===== src/rtl/rx_edge_bit_counter_gen.sv =====
// rx_edge_bit_counter_gen: oversampling edge/bit counter for the UART receiver.
// Decodes three-point mid-bit sample strobes, bit/frame completion and config errors.
module rx_edge_bit_counter_gen #(
    parameter int PRESC_W      = 6,
    parameter int BIT_W        = 4,
    parameter int MIN_PRESCALE = 4,
    parameter bit AUTO_RESTART = 1'b0
) (
    input  logic               CLK,
    input  logic               RST,
    input  logic               COUNTER_EN,
    input  logic [PRESC_W-1:0] PRESCALE,
    input  logic [BIT_W-1:0]   FRAME_BITS,
    output logic [PRESC_W-1:0] EDGE_COUNT,
    output logic [BIT_W-1:0]   BIT_COUNT,
    output logic [2:0]         SAMPLE_STRB,
    output logic               BIT_DONE,
    output logic               FRAME_DONE,
    output logic               CFG_ERR
);

    localparam logic [1:0] ST_IDLE = 2'd0;
    localparam logic [1:0] ST_RUN  = 2'd1;
    localparam logic [1:0] ST_HOLD = 2'd2;

    localparam logic [PRESC_W-1:0] MIN_P   = PRESC_W'(MIN_PRESCALE);
    localparam logic [PRESC_W-1:0] P_ONE   = PRESC_W'(1);
    localparam logic [BIT_W-1:0]   FB_ONE  = BIT_W'(1);

    logic [1:0]         state, state_nxt;
    logic [PRESC_W-1:0] p_l, p_nxt;
    logic [BIT_W-1:0]   fb_l, fb_nxt;
    logic [PRESC_W-1:0] edge_nxt;
    logic [BIT_W-1:0]   bit_nxt;
    logic               err_nxt;

    logic               in_run;
    logic               last_bit;
    logic [PRESC_W-1:0] mid;
    logic               presc_bad;
    logic               fb_bad;

    // Output decodes depend only on registers, so they are glitch-free after reset release.
    assign in_run      = (state == ST_RUN);
    assign last_bit    = (BIT_COUNT == fb_l - FB_ONE);
    assign mid         = p_l >> 1;
    assign BIT_DONE    = in_run && (EDGE_COUNT == p_l);
    assign FRAME_DONE  = BIT_DONE && last_bit;

    assign SAMPLE_STRB[0] = in_run && (EDGE_COUNT == mid - P_ONE);
    assign SAMPLE_STRB[1] = in_run && (EDGE_COUNT == mid);
    assign SAMPLE_STRB[2] = in_run && (EDGE_COUNT == mid + P_ONE);

    assign presc_bad = (PRESCALE < MIN_P);
    assign fb_bad    = (FRAME_BITS == '0);

    always_comb begin
        // NOTE: every output of this block gets a default first so no latch is inferred.
        state_nxt = state;
        edge_nxt  = EDGE_COUNT;
        bit_nxt   = BIT_COUNT;
        p_nxt     = p_l;
        fb_nxt    = fb_l;
        err_nxt   = CFG_ERR;

        if (!COUNTER_EN) begin
            state_nxt = ST_IDLE;
            edge_nxt  = '0;
            bit_nxt   = '0;
        end else begin
            case (state)
                ST_IDLE: begin
                    state_nxt = ST_RUN;
                    edge_nxt  = P_ONE;
                    bit_nxt   = '0;
                    p_nxt     = presc_bad ? MIN_P : PRESCALE;
                    fb_nxt    = fb_bad ? FB_ONE : FRAME_BITS;
                    err_nxt   = presc_bad || fb_bad;
                end
                ST_RUN: begin
                    if (BIT_DONE) begin
                        edge_nxt = P_ONE;
                        if (last_bit) begin
                            bit_nxt = '0;
                            if (!AUTO_RESTART) begin
                                state_nxt = ST_HOLD;
                                edge_nxt  = '0;
                            end
                        end else begin
                            bit_nxt = BIT_COUNT + FB_ONE;
                        end
                    end else begin
                        edge_nxt = EDGE_COUNT + P_ONE;
                    end
                end
                ST_HOLD: begin
                    edge_nxt = '0;
                    bit_nxt  = '0;
                end
                default: begin
                    state_nxt = ST_IDLE;
                    edge_nxt  = '0;
                    bit_nxt   = '0;
                end
            endcase
        end
    end

    always_ff @(posedge CLK or posedge RST) begin
        if (RST) begin
            state      <= ST_IDLE;
            EDGE_COUNT <= '0;
            BIT_COUNT  <= '0;
            p_l        <= MIN_P;
            fb_l       <= FB_ONE;
            CFG_ERR    <= 1'b0;
        end else begin
            // NOTE: non-blocking assignments keep every register reading pre-edge values.
            state      <= state_nxt;
            EDGE_COUNT <= edge_nxt;
            BIT_COUNT  <= bit_nxt;
            p_l        <= p_nxt;
            fb_l       <= fb_nxt;
            CFG_ERR    <= err_nxt;
        end
    end

endmodule


===== config.mk =====
export PLATFORM = sky130hd
export DESIGN_NAME = rx_edge_bit_counter_gen
export DESIGN_NICKNAME = d
export VERILOG_FILES = /design/src/rtl/rx_edge_bit_counter_gen.sv
export SDC_FILE = /design/constraint.sdc
export NUM_CORES = 1
export LEC_CHECK = 0
export CAP_MARGIN = 20
export CORE_ASPECT_RATIO = 1.25
export CORE_MARGIN = 2
export CORE_UTILIZATION = 35
export DETAILED_ROUTE_END_ITERATION = 12
export GPL_ROUTABILITY_DRIVEN = 0
export PLACE_DENSITY = 0.66
export SLEW_MARGIN = 20
export SYNTH_ARGS = -nofsm -noshare
export SYNTH_HDL_FRONTEND = slang
export SYNTH_SLANG_ARGS = --single-unit

===== constraint.sdc =====
create_clock -name CLK -period 4.44 [get_ports CLK]
set_input_delay 0.444 -clock CLK [delete_from_list [all_inputs] [get_ports CLK]]
set_output_delay 0.444 -clock CLK [all_outputs]
set_load 0.01 [all_outputs]

==> flow_summary.toml, run 1 <==
[detailed_routing]
antenna_violating_nets_post_route = 0
routed-via-count = 1185
drt-vias-per-instance = 4.96
post-route-drc-count = 0
wirelength_microns = 2970
initialDrtViolationCount = 54
first_pass_iters = 4
wire_per_inst_microns = 12.4

[floorplanning]
floorplan.initialDensity_pct = 36.4
die-width_microns = 62.4
die-area_sq_um = 4810
fp.dieH_microns = 77.0
num_rows = 26
io_pins = 29
core-area_sq_um = 4100

[grt]
grt_start_max_net_pins = 24
grt_antenna_before_repair = 0
grt_first_pass_wirelength_microns = 5200
grt_pass1_vias = 1134
globalRoute.totalOverflow = 0
grt.total_usage_pct = 13.1

[worst_setup_path]
r2r_setup_slack_ns = 2.36
critPathSlowestCell = "sky130_fd_sc_hd__nor4_2"
cpLargestDelayFamily = "simple AND/OR/NAND/NOR gates"
setup.worst_path.start = "fb_l[0]"
r2r_cells = 6
startpoint_type = "register"
slowest_delay_ns = 0.59
cp-end-kind = "output pin"
path_cells = "inv_1 -> ha_1 -> xnor2_1 -> nor4_2 -> and3_1 -> clkdlybuf4s50_1"
rr_endpoint = "EDGE_COUNT[0]"
cp.arrival_ns = 2.67
worst_ep_required_time_ns = 4.00
reg2reg_from = "fb_l[0]"
critical_path_fanout_max = 9
setup.worst_path.end = "FRAME_DONE"
crit_path_kind = "register to output pin"
worstPathBufferInverterCount = 2
worstSetupPathDepth = 6

[logic_synthesis]
synth_simple_gate_area_share_pct = 22.4
synthesis.area_per_instance_sq_um = 9.34
synth.net_count = 178
synth_cell_type_count = 38
netlist.top_cell.by_area = "sky130_fd_sc_hd__dfrtp_1"
synthArstFlopShare_pct = 100
synthesis.yosys.warnings = 0
syn-instance-count = 160
yosys-top-cells-area = "sky130_fd_sc_hd__dfrtp_1, sky130_fd_sc_hd__xor2_1, sky130_fd_sc_hd__xnor2_1"
yosys.area_share.adder_pct = 4.19
synth_top_family_by_area = "simple AND/OR/NAND/NOR gates"
mapped_cell_area_sq_um = 1490
synth_top_flop_cell = "sky130_fd_sc_hd__dfrtp_1"
synth-seq-cells = 23
synth.area.mux_share_pct = 3.77
synth_enable_flop_cells = 0
synth_xor_area_share_pct = 17.0
synth_sequential_area_ratio_pct = 38.7
netlist.area_leader.share_pct = 35.2
synth_compound_area_share_pct = 8.04

[timing]
whs_ns = 0.515
finalClockSkew_ns = 0.00292
max_slew_violations = 0
worst_slew_margin_pct = 40.8
setup_viol = 0
timing_hold_violations_final = 0
rsz0062_at_grt = "false"
fmax_mhz = 321
setup-tns-final_ns = 0
final_min_period_over_clock_period_pct = 70.2
post-route-min-period_ns = 3.12
worst_slew_pin_slew_ns = 0.887

[clock_network]
ctsRootBufferMaster = "sky130_fd_sc_hd__clkbuf_8"
cts_repair_resizes = 0
clock_latency_ns = 0.26
cts.clk_slew.worst_paths_ns = 0.08
post_cts_setup_repair_buffer_count = 0
cts_inserted_buffers = 3
tritoncts_num_sinks = 23
cts-htree-levels = 1
cts_tree = "built"
cts_max_path_buffers = 2
cts.hold.buffers_added = 0

[pwr]
p_leak_uw = 0.000739
switching_share_pct = 30.8
net-switching-power_uw = 166
clkPwrFrac_pct = 23.5
worst_ir_drop_vdd_uv = 104
internal_power_uw = 374
seq_power_share_pct = 49.1
power_frac_comb_pct = 27.4
pwr_density_cell_nw_per_um2 = 295

[cells_and_area]
fraction_of_layout_instances_using_a_drive_strength_above_1_pct = 9.29
final_cell_count_no_fill = 239
synthToLayoutAreaGrowth_pct = 22.4
post_route_core_utilization_pct = 44.6
layout.cells.most_common_list = "sky130_fd_sc_hd__clkdlybuf4s50_1, sky130_fd_sc_hd__dfrtp_1, sky130_fd_sc_hd__nor2_1, sky130_fd_sc_hd__xor2_1, sky130_fd_sc_hd__xnor2_1"
layout.cells.most_common = "sky130_fd_sc_hd__clkdlybuf4s50_1"
postLayoutCellArea_sq_um = 1830
final_net_count = 202
count_of_inserted_antenna_diode_cells = 0
fillers = 419

[worst_hold_path]
hold_path.class = "register to register"
hold_path.startpoint = "CFG_ERR"

[placed_design]
place_inst = 235
place.detailed.hpwl_microns = 2220
placed_cell_area_sq_um = 1780
numPortBuffers = 28

[run]
timing.max_cap.violations = 0

[run_status]
outcome = "finished, final reports clean"
-- flip-flops by register name, summed over array words and instances (netlist names) --
register    count
EDGE_COUNT      6
p_l             6
BIT_COUNT       4
fb_l            4
state           2
CFG_ERR         1
-- per-stage QoR --
step | worst slack, ns | power [uW]
floorplan | 2.27 | 381
finish | 1.32 | 540
global placement | 1.61 | 417
CTS | 1.29 | 545
global route | 1.12 | 574
detailed placement | 1.59 | 418
-- routing by layer --
layer  up-vias  global-route usage [%]  wire length [microns]  part of all wire (%)
met1       572                    15.8                   1390                    47
met4         0                    4.00                     26                  0.88
met3         2                    1.76                     55                   1.9
met2        13                    23.9                   1500                    51
met5         -                       0                      0                     0
li1        598                       -                      -                     -
-- layout make-up --
| type | instances | area, sq um | area share, % |
|---|---|---|---|
| inverter | 7 | 26.3 | 1.44 |
| clock buffer | 4 | 45.0 | 2.46 |
| multi-input combinational | 121 | 828 | 45.3 |
| sequential | 23 | 578 | 31.6 |
| tap | 56 | 70.1 | 3.83 |
| timing repair buffer | 28 | 280 | 15.3 |
-- worst min path at each step --
stage,slack [ns],cells past startpoint,to
CTS,0.52,1,CFG_ERR
finish,0.52,1,CFG_ERR
global placement,0.50,1,CFG_ERR
floorplan,0.44,1,BIT_COUNT[0]
detailed placement,0.50,1,CFG_ERR
global route,0.55,1,CFG_ERR
-- cells in the mapped netlist, types with 2 or more instances --
cell and count:
sky130_fd_sc_hd__a21oi_1 5, sky130_fd_sc_hd__a31oi_1 2, sky130_fd_sc_hd__and3_1 3, sky130_fd_sc_hd__buf_6 3, sky130_fd_sc_hd__clkbuf_1 4, sky130_fd_sc_hd__dfrtp_1 21
sky130_fd_sc_hd__dfstp_2 2, sky130_fd_sc_hd__ha_1 5, sky130_fd_sc_hd__inv_1 7, sky130_fd_sc_hd__mux2_2 5, sky130_fd_sc_hd__nand2_1 12, sky130_fd_sc_hd__nand2b_1 3
sky130_fd_sc_hd__nand3_1 7, sky130_fd_sc_hd__nand3b_1 2, sky130_fd_sc_hd__nand4_1 2, sky130_fd_sc_hd__nor2_1 16, sky130_fd_sc_hd__nor3_1 5, sky130_fd_sc_hd__nor4_1 3
sky130_fd_sc_hd__nor4_2 2, sky130_fd_sc_hd__o21ai_0 6, sky130_fd_sc_hd__xnor2_1 13, sky130_fd_sc_hd__xor2_1 16
-- cells by family (layout without fill, tap and decap cells) --
| kind of cell | Yosys count | after routing |
|---|---|---|
| adders and majority gates | 5 | 5 |
| xor gates and xnor gates | 29 | 29 |
| AOI/OAI and AO/OA | 19 | 19 |
| DFF | 23 | 23 |
| buffers and inverters | 16 | 39 |
| muxes | 5 | 5 |
| and+or+nand+nor | 63 | 63 |
-- power by group through the flow --
stage               registers (uW)  clock network (uW)  logic, uW
finish                         265                 127        148
global route                   270                 138        165
CTS                            265                 130        150
detailed placement             269                   0        149
global placement               269                   0        148
floorplan                      251                   0        129
Power figures use the tool's default switching activity.
==> run 2: changes to the inputs <==
--- a/config.mk
+++ b/config.mk
@@ -11,7 +11,7 @@
 export CORE_UTILIZATION = 35
 export DETAILED_ROUTE_END_ITERATION = 12
 export GPL_ROUTABILITY_DRIVEN = 0
-export PLACE_DENSITY = 0.66
+export PLACE_DENSITY = 0.68
 export SLEW_MARGIN = 20
 export SYNTH_ARGS = -nofsm -noshare
 export SYNTH_HDL_FRONTEND = slang
==> constraint.sdc (replaced) <==
create_clock -name CLK -period 2.7 [get_ports CLK]
set_input_delay 0.27 -clock CLK [delete_from_list [all_inputs] [get_ports CLK]]
set_output_delay 0.27 -clock CLK [all_outputs]
set_load 0.01 [all_outputs]
==> flow_summary.toml, run 2 (same netlist as run 1, synthesis figures left out) <==
[run_status]
outcome = "finished, final reports clean"

[clock_network]
tritoncts_num_sinks = 23
clock_latency_ns = 0.26
ctsRootBufferMaster = "sky130_fd_sc_hd__clkbuf_8"
cts_inserted_buffers = 3
cts.clk_slew.worst_paths_ns = 0.08
cts_tree = "built"
cts-htree-levels = 1
cts_max_path_buffers = 2
cts.hold.buffers_added = 0

[floorplanning]
fp.dieH_microns = 77.0
die-width_microns = 62.4
floorplan.initialDensity_pct = 36.4
num_rows = 26
die-area_sq_um = 4810
io_pins = 29
core-area_sq_um = 4100

[worst_hold_path]
hold_path.class = "primary input to asynchronous set/reset pin"

[detailed_routing]
wire_per_inst_microns = 12.2
initialDrtViolationCount = 72
antenna_violating_nets_post_route = 0
drt-vias-per-instance = 4.81
first_pass_iters = 4
routed-via-count = 1169
wirelength_microns = 2950
post-route-drc-count = 0

[timing]
worst_slew_margin_pct = 41.0
fmax_mhz = 396
setup_ws_ns = 0.172
rsz0062_at_grt = "false"
setup_viol = 0
post-route-min-period_ns = 2.53
worst_slew_pin_slew_ns = 0.884
timing_hold_violations_final = 0
setup-tns-final_ns = 0
max_slew_violations = 0
final_min_period_over_clock_period_pct = 93.6
finalClockSkew_ns = 0.00267

[cells_and_area]
count_of_inserted_antenna_diode_cells = 0
synthToLayoutAreaGrowth_pct = 24.7
layout.cells.most_common_list = "sky130_fd_sc_hd__clkdlybuf4s50_1, sky130_fd_sc_hd__dfrtp_1, sky130_fd_sc_hd__nor2_1, sky130_fd_sc_hd__xor2_1, sky130_fd_sc_hd__xnor2_1"
final_cell_count_no_fill = 243
post_route_core_utilization_pct = 45.5
layout.cells.most_common = "sky130_fd_sc_hd__clkdlybuf4s50_1"
largestRegisters = "EDGE_COUNT: 6 flops, p_l: 6 flops"
fraction_of_layout_instances_using_a_drive_strength_above_1_pct = 12.3
final_net_count = 206

[worst_setup_path]
critical_path_fanout_max = 4
slowest_delay_ns = 0.55
cp.arrival_ns = 2.26
critPathSlowestCell = "sky130_fd_sc_hd__dfstp_2"
worst_ep_required_time_ns = 2.43
crit_path_kind = "register to output pin"
cp-end-kind = "output pin"
startpoint_type = "register"
path_cells = "inv_1 -> ha_1 -> o21ai_0 -> nor2_1 -> a211o_1 -> a21oi_1 -> clkdlybuf4s50_1"
r2r_setup_slack_ns = 0.61
cpLargestDelayFamily = "buffers and inverters"
worstPathBufferInverterCount = 2

[run]
timing.max_cap.violations = 0

[grt]
gr-usage-met2_pct = 24.8
grt_first_pass_wirelength_microns = 5110
grt_pass1_vias = 1171
top_usage_layer = "met2"
grt.total_usage_pct = 13.1
grt.met3_usage_pct = 1.76
grt_start_max_net_pins = 24
met1_usage_pct = 14.7
globalRoute.totalOverflow = 0
grt_antenna_before_repair = 0

[pwr]
worst_ir_drop_vdd_uv = 229
p_leak_uw = 0.000778
pwr_density_cell_nw_per_um2 = 484

[placed_design]
place.detailed.hpwl_microns = 2300
place_worst_setup_slack_ns = 0.373
place_inst = 238
numPortBuffers = 28
==> run 2: final timing paths <==
kind,cells after the start,end,startpoint
hold / removal,2,CFG_ERR,RST
hold reg to reg,2,p_l[2],p_l[2]
setup / recovery,7,SAMPLE_STRB[0],p_l[2]
min in group CLK,2,p_l[2],p_l[2]
max in group asynchronous,2,p_l[1],RST
setup reg to reg,8,BIT_COUNT[2],fb_l[0]
==> run 2: metrics by stage <==
stage | hold WS [ns] | area (sq um) | power (uW)
floorplan | 0.270 | 1490 | 626
global placement | 0.497 | 1810 | 691
detailed placement | 0.505 | 1810 | 694
CTS | 0.523 | 1850 | 908
global route | 0.539 | 1860 | 961
finish | 0.491 | 1860 | 901
==> run 2: worst register-to-register path, cell delays in order, from the launching register on <==
cell and delay, ns:
sky130_fd_sc_hd__dfstp_2 0.55, sky130_fd_sc_hd__inv_1 0.05, sky130_fd_sc_hd__ha_1 0.20, sky130_fd_sc_hd__xnor2_1 0.17
sky130_fd_sc_hd__xnor2_1 0.16, sky130_fd_sc_hd__nor4_2 0.08, sky130_fd_sc_hd__buf_4 0.16, sky130_fd_sc_hd__or4b_1 0.50
sky130_fd_sc_hd__a31oi_1 0.16
==> run 2: timing repair <==
item	4_1_cts	5_1_grt
setup buffers	0	1
resized for setup	0	2
setup endpoints to repair	0	2
==> run 2: layer usage <==
metal	vias to the layer above	wire [microns]
met5	-	0
met4	0	42
met3	4	96
met2	22	1550
met1	541	1260
li1	602	-
==> run 2: final cells by class <==
| cell class | instances | area [sq um] |
|---|---|---|
| Timing Repair Buffer | 32 | 313 |
| Clock buffer | 3 | 41.3 |
| Multi-Input combinational cell | 121 | 828 |
| Clock inverter | 1 | 5.00 |
| Fill cell | 416 | 2240 |
| Tap cell | 56 | 70.1 |
| Sequential cell | 23 | 579 |
| Inverter | 7 | 26.3 |
==> run 2: power breakdown <==
| group | internal [uW] | switching (uW) | total, uW | leakage (uW) |
|---|---|---|---|---|
| registers | 382 | 49.8 | 431 | 0.000290 |
| logic | 136 | 122 | 257 | 0.000462 |
| clock network | 103 | 110 | 213 | 0.0000255 |
==> run 3: changes to the inputs <==
--- a/config.mk
+++ b/config.mk
@@ -10,8 +10,9 @@
 export CORE_MARGIN = 2
 export CORE_UTILIZATION = 35
 export DETAILED_ROUTE_END_ITERATION = 12
+export DONT_BUFFER_PORTS = 1
 export GPL_ROUTABILITY_DRIVEN = 0
-export PLACE_DENSITY = 0.68
+export PLACE_DENSITY = 0.59
 export SLEW_MARGIN = 20
 export SYNTH_ARGS = -nofsm -noshare
 export SYNTH_HDL_FRONTEND = slang
==> flow_summary.toml, run 3 (same netlist as run 1, synthesis figures left out) <==
[worst_setup_path]
critPathSlowestCell = "sky130_fd_sc_hd__nor4_2"
path_cells = "inv_1 -> ha_1 -> xnor2_1 -> nor4_2 -> and3_1"
worst_ep_required_time_ns = 2.43
cp-end-kind = "output pin"
slowest_delay_ns = 0.62
worstPathBufferInverterCount = 1
cpLargestDelayFamily = "simple AND/OR/NAND/NOR gates"
startpoint_type = "register"
critical_path_fanout_max = 9
crit_path_kind = "register to output pin"
cp.arrival_ns = 2.27

[cells_and_area]
fillers = 437
synthToLayoutAreaGrowth_pct = 4.19
count_of_inserted_antenna_diode_cells = 0
postLayoutCellArea_sq_um = 1560
layout.cells.most_common_list = "sky130_fd_sc_hd__dfrtp_1, sky130_fd_sc_hd__nor2_1, sky130_fd_sc_hd__xor2_1, sky130_fd_sc_hd__xnor2_1, sky130_fd_sc_hd__nand2_1"
final_cell_count_no_fill = 212
largestRegisters = "EDGE_COUNT: 6 flops, p_l: 6 flops"
fraction_of_layout_instances_using_a_drive_strength_above_1_pct = 12.2
post_route_core_utilization_pct = 38.0
final_net_count = 175
layout.cells.most_common = "sky130_fd_sc_hd__dfrtp_1"

[clock_network]
cts.hold.buffers_added = 0
post_cts_setup_repair_buffer_count = 0
cts.clk_slew.worst_paths_ns = 0.08
tritoncts_num_sinks = 23
ctsRootBufferMaster = "sky130_fd_sc_hd__clkbuf_8"
cts-htree-levels = 1
cts_tree = "built"
cts_repair_resizes = 0
clock_latency_ns = 0.26
cts_inserted_buffers = 3
cts_max_path_buffers = 2

[floorplanning]
floorplan.initialDensity_pct = 36.4
fp.dieH_microns = 77.0
die-width_microns = 62.4
io_pins = 29
num_rows = 26
die-area_sq_um = 4810
core-area_sq_um = 4100

[detailed_routing]
antenna_violating_nets_post_route = 0
post-route-drc-count = 0
wirelength_microns = 3120
drt-vias-per-instance = 5.23
wire_per_inst_microns = 14.7
initialDrtViolationCount = 71
routed-via-count = 1108
first_pass_iters = 4

[timing]
worst_slew_margin_pct = 42.7
timing_hold_violations_final = 0
finalClockSkew_ns = 0.00871
whs_ns = 0.0648
setup_viol = 0
worst_slew_pin_slew_ns = 0.859
max_slew_violations = 0
rsz0062_at_grt = "false"
final_min_period_over_clock_period_pct = 94.0
post-route-min-period_ns = 2.54
fmax_mhz = 394
setup-tns-final_ns = 0

[grt]
grt_start_max_net_pins = 24
grt_first_pass_wirelength_microns = 5470
grt.total_usage_pct = 14.1
grt_antenna_before_repair = 0
grt_pass1_vias = 1163
globalRoute.totalOverflow = 0

[run_status]
outcome = "finished, final reports clean"

[run]
timing.max_cap.violations = 0

[placed_design]
numPortBuffers = 0
placed_cell_area_sq_um = 1510
place.detailed.hpwl_microns = 2400
place_inst = 208

[pwr]
worst_ir_drop_vdd_uv = 245
p_leak_uw = 0.000644
pwr_density_cell_nw_per_um2 = 553

[worst_hold_path]
hold_path.class = "primary input to asynchronous set/reset pin"
==> run 3: cell types whose count changed in the layout (fill, tap and decap cells not counted) <==
cell,delta
sky130_fd_sc_hd__buf_4,-3
sky130_fd_sc_hd__clkdlybuf4s50_1,-27
sky130_fd_sc_hd__dfrtp_1,+1
sky130_fd_sc_hd__dfrtp_2,-1
sky130_fd_sc_hd__dlymetal6s2s_1,-1
==> run 3: final timing paths <==
kind | from | endpoint | slack, ns | cells after the start
min in group CLK | PRESCALE[1] | p_l[1] | 0.12 | 2
worst max-delay path | fb_l[0] | FRAME_DONE | 0.16 | 5
worst min-delay path | RST | CFG_ERR | 0.06 | 1
max in group asynchronous | RST | EDGE_COUNT[3] | 2.10 | 1
worst max register to register | fb_l[0] | EDGE_COUNT[0] | 0.53 | 6
worst min register to register | fb_l[3] | fb_l[3] | 0.54 | 1
==> run 3: worst register-to-register path, delay by kind of cell (launching register included) <==
kind            cells  cell delay, ns
compound gates      1            0.06
xor+xnor            1            0.14
fa+ha+maj           1            0.30
buf+inv             1            0.06
flops               1            0.56
simple gates        2            0.90
==> run 3: metrics by stage <==
stage | power, uW | worst slack (ns)
detailed placement | 661 | 0.461
global route | 922 | 0.0102
finish | 860 | 0.163
CTS | 870 | 0.157
global placement | 651 | 0.563
floorplan | 626 | 0.705
==> run 3: power by group <==
| group | switching [uW] | leakage (uW) | internal (uW) |
|---|---|---|---|
| combinational | 111 | 0.000327 | 102 |
| clock | 104 | 0.0000255 | 103 |
| sequential | 58.2 | 0.000292 | 381 |
==> run 3: cell type report <==
class	instances	area (sq um)	share of cell area, %
clock buffers	3	41.3	2.65
inverters	7	26.3	1.69
multi-input cells	121	828	53.2
well taps	56	70.1	4.50
repair buffers	1	7.51	0.482
clock inverters	1	5.00	0.322
flip-flops and latches	23	578	37.1
==> run 3: metal layers <==
layer	vias to the layer above	track usage, %	wire (microns)
met3	2	2.20	172
met2	25	26.2	1700
met5	-	0	0
li1	539	-	-
met4	0	4.67	17
met1	542	16.2	1220
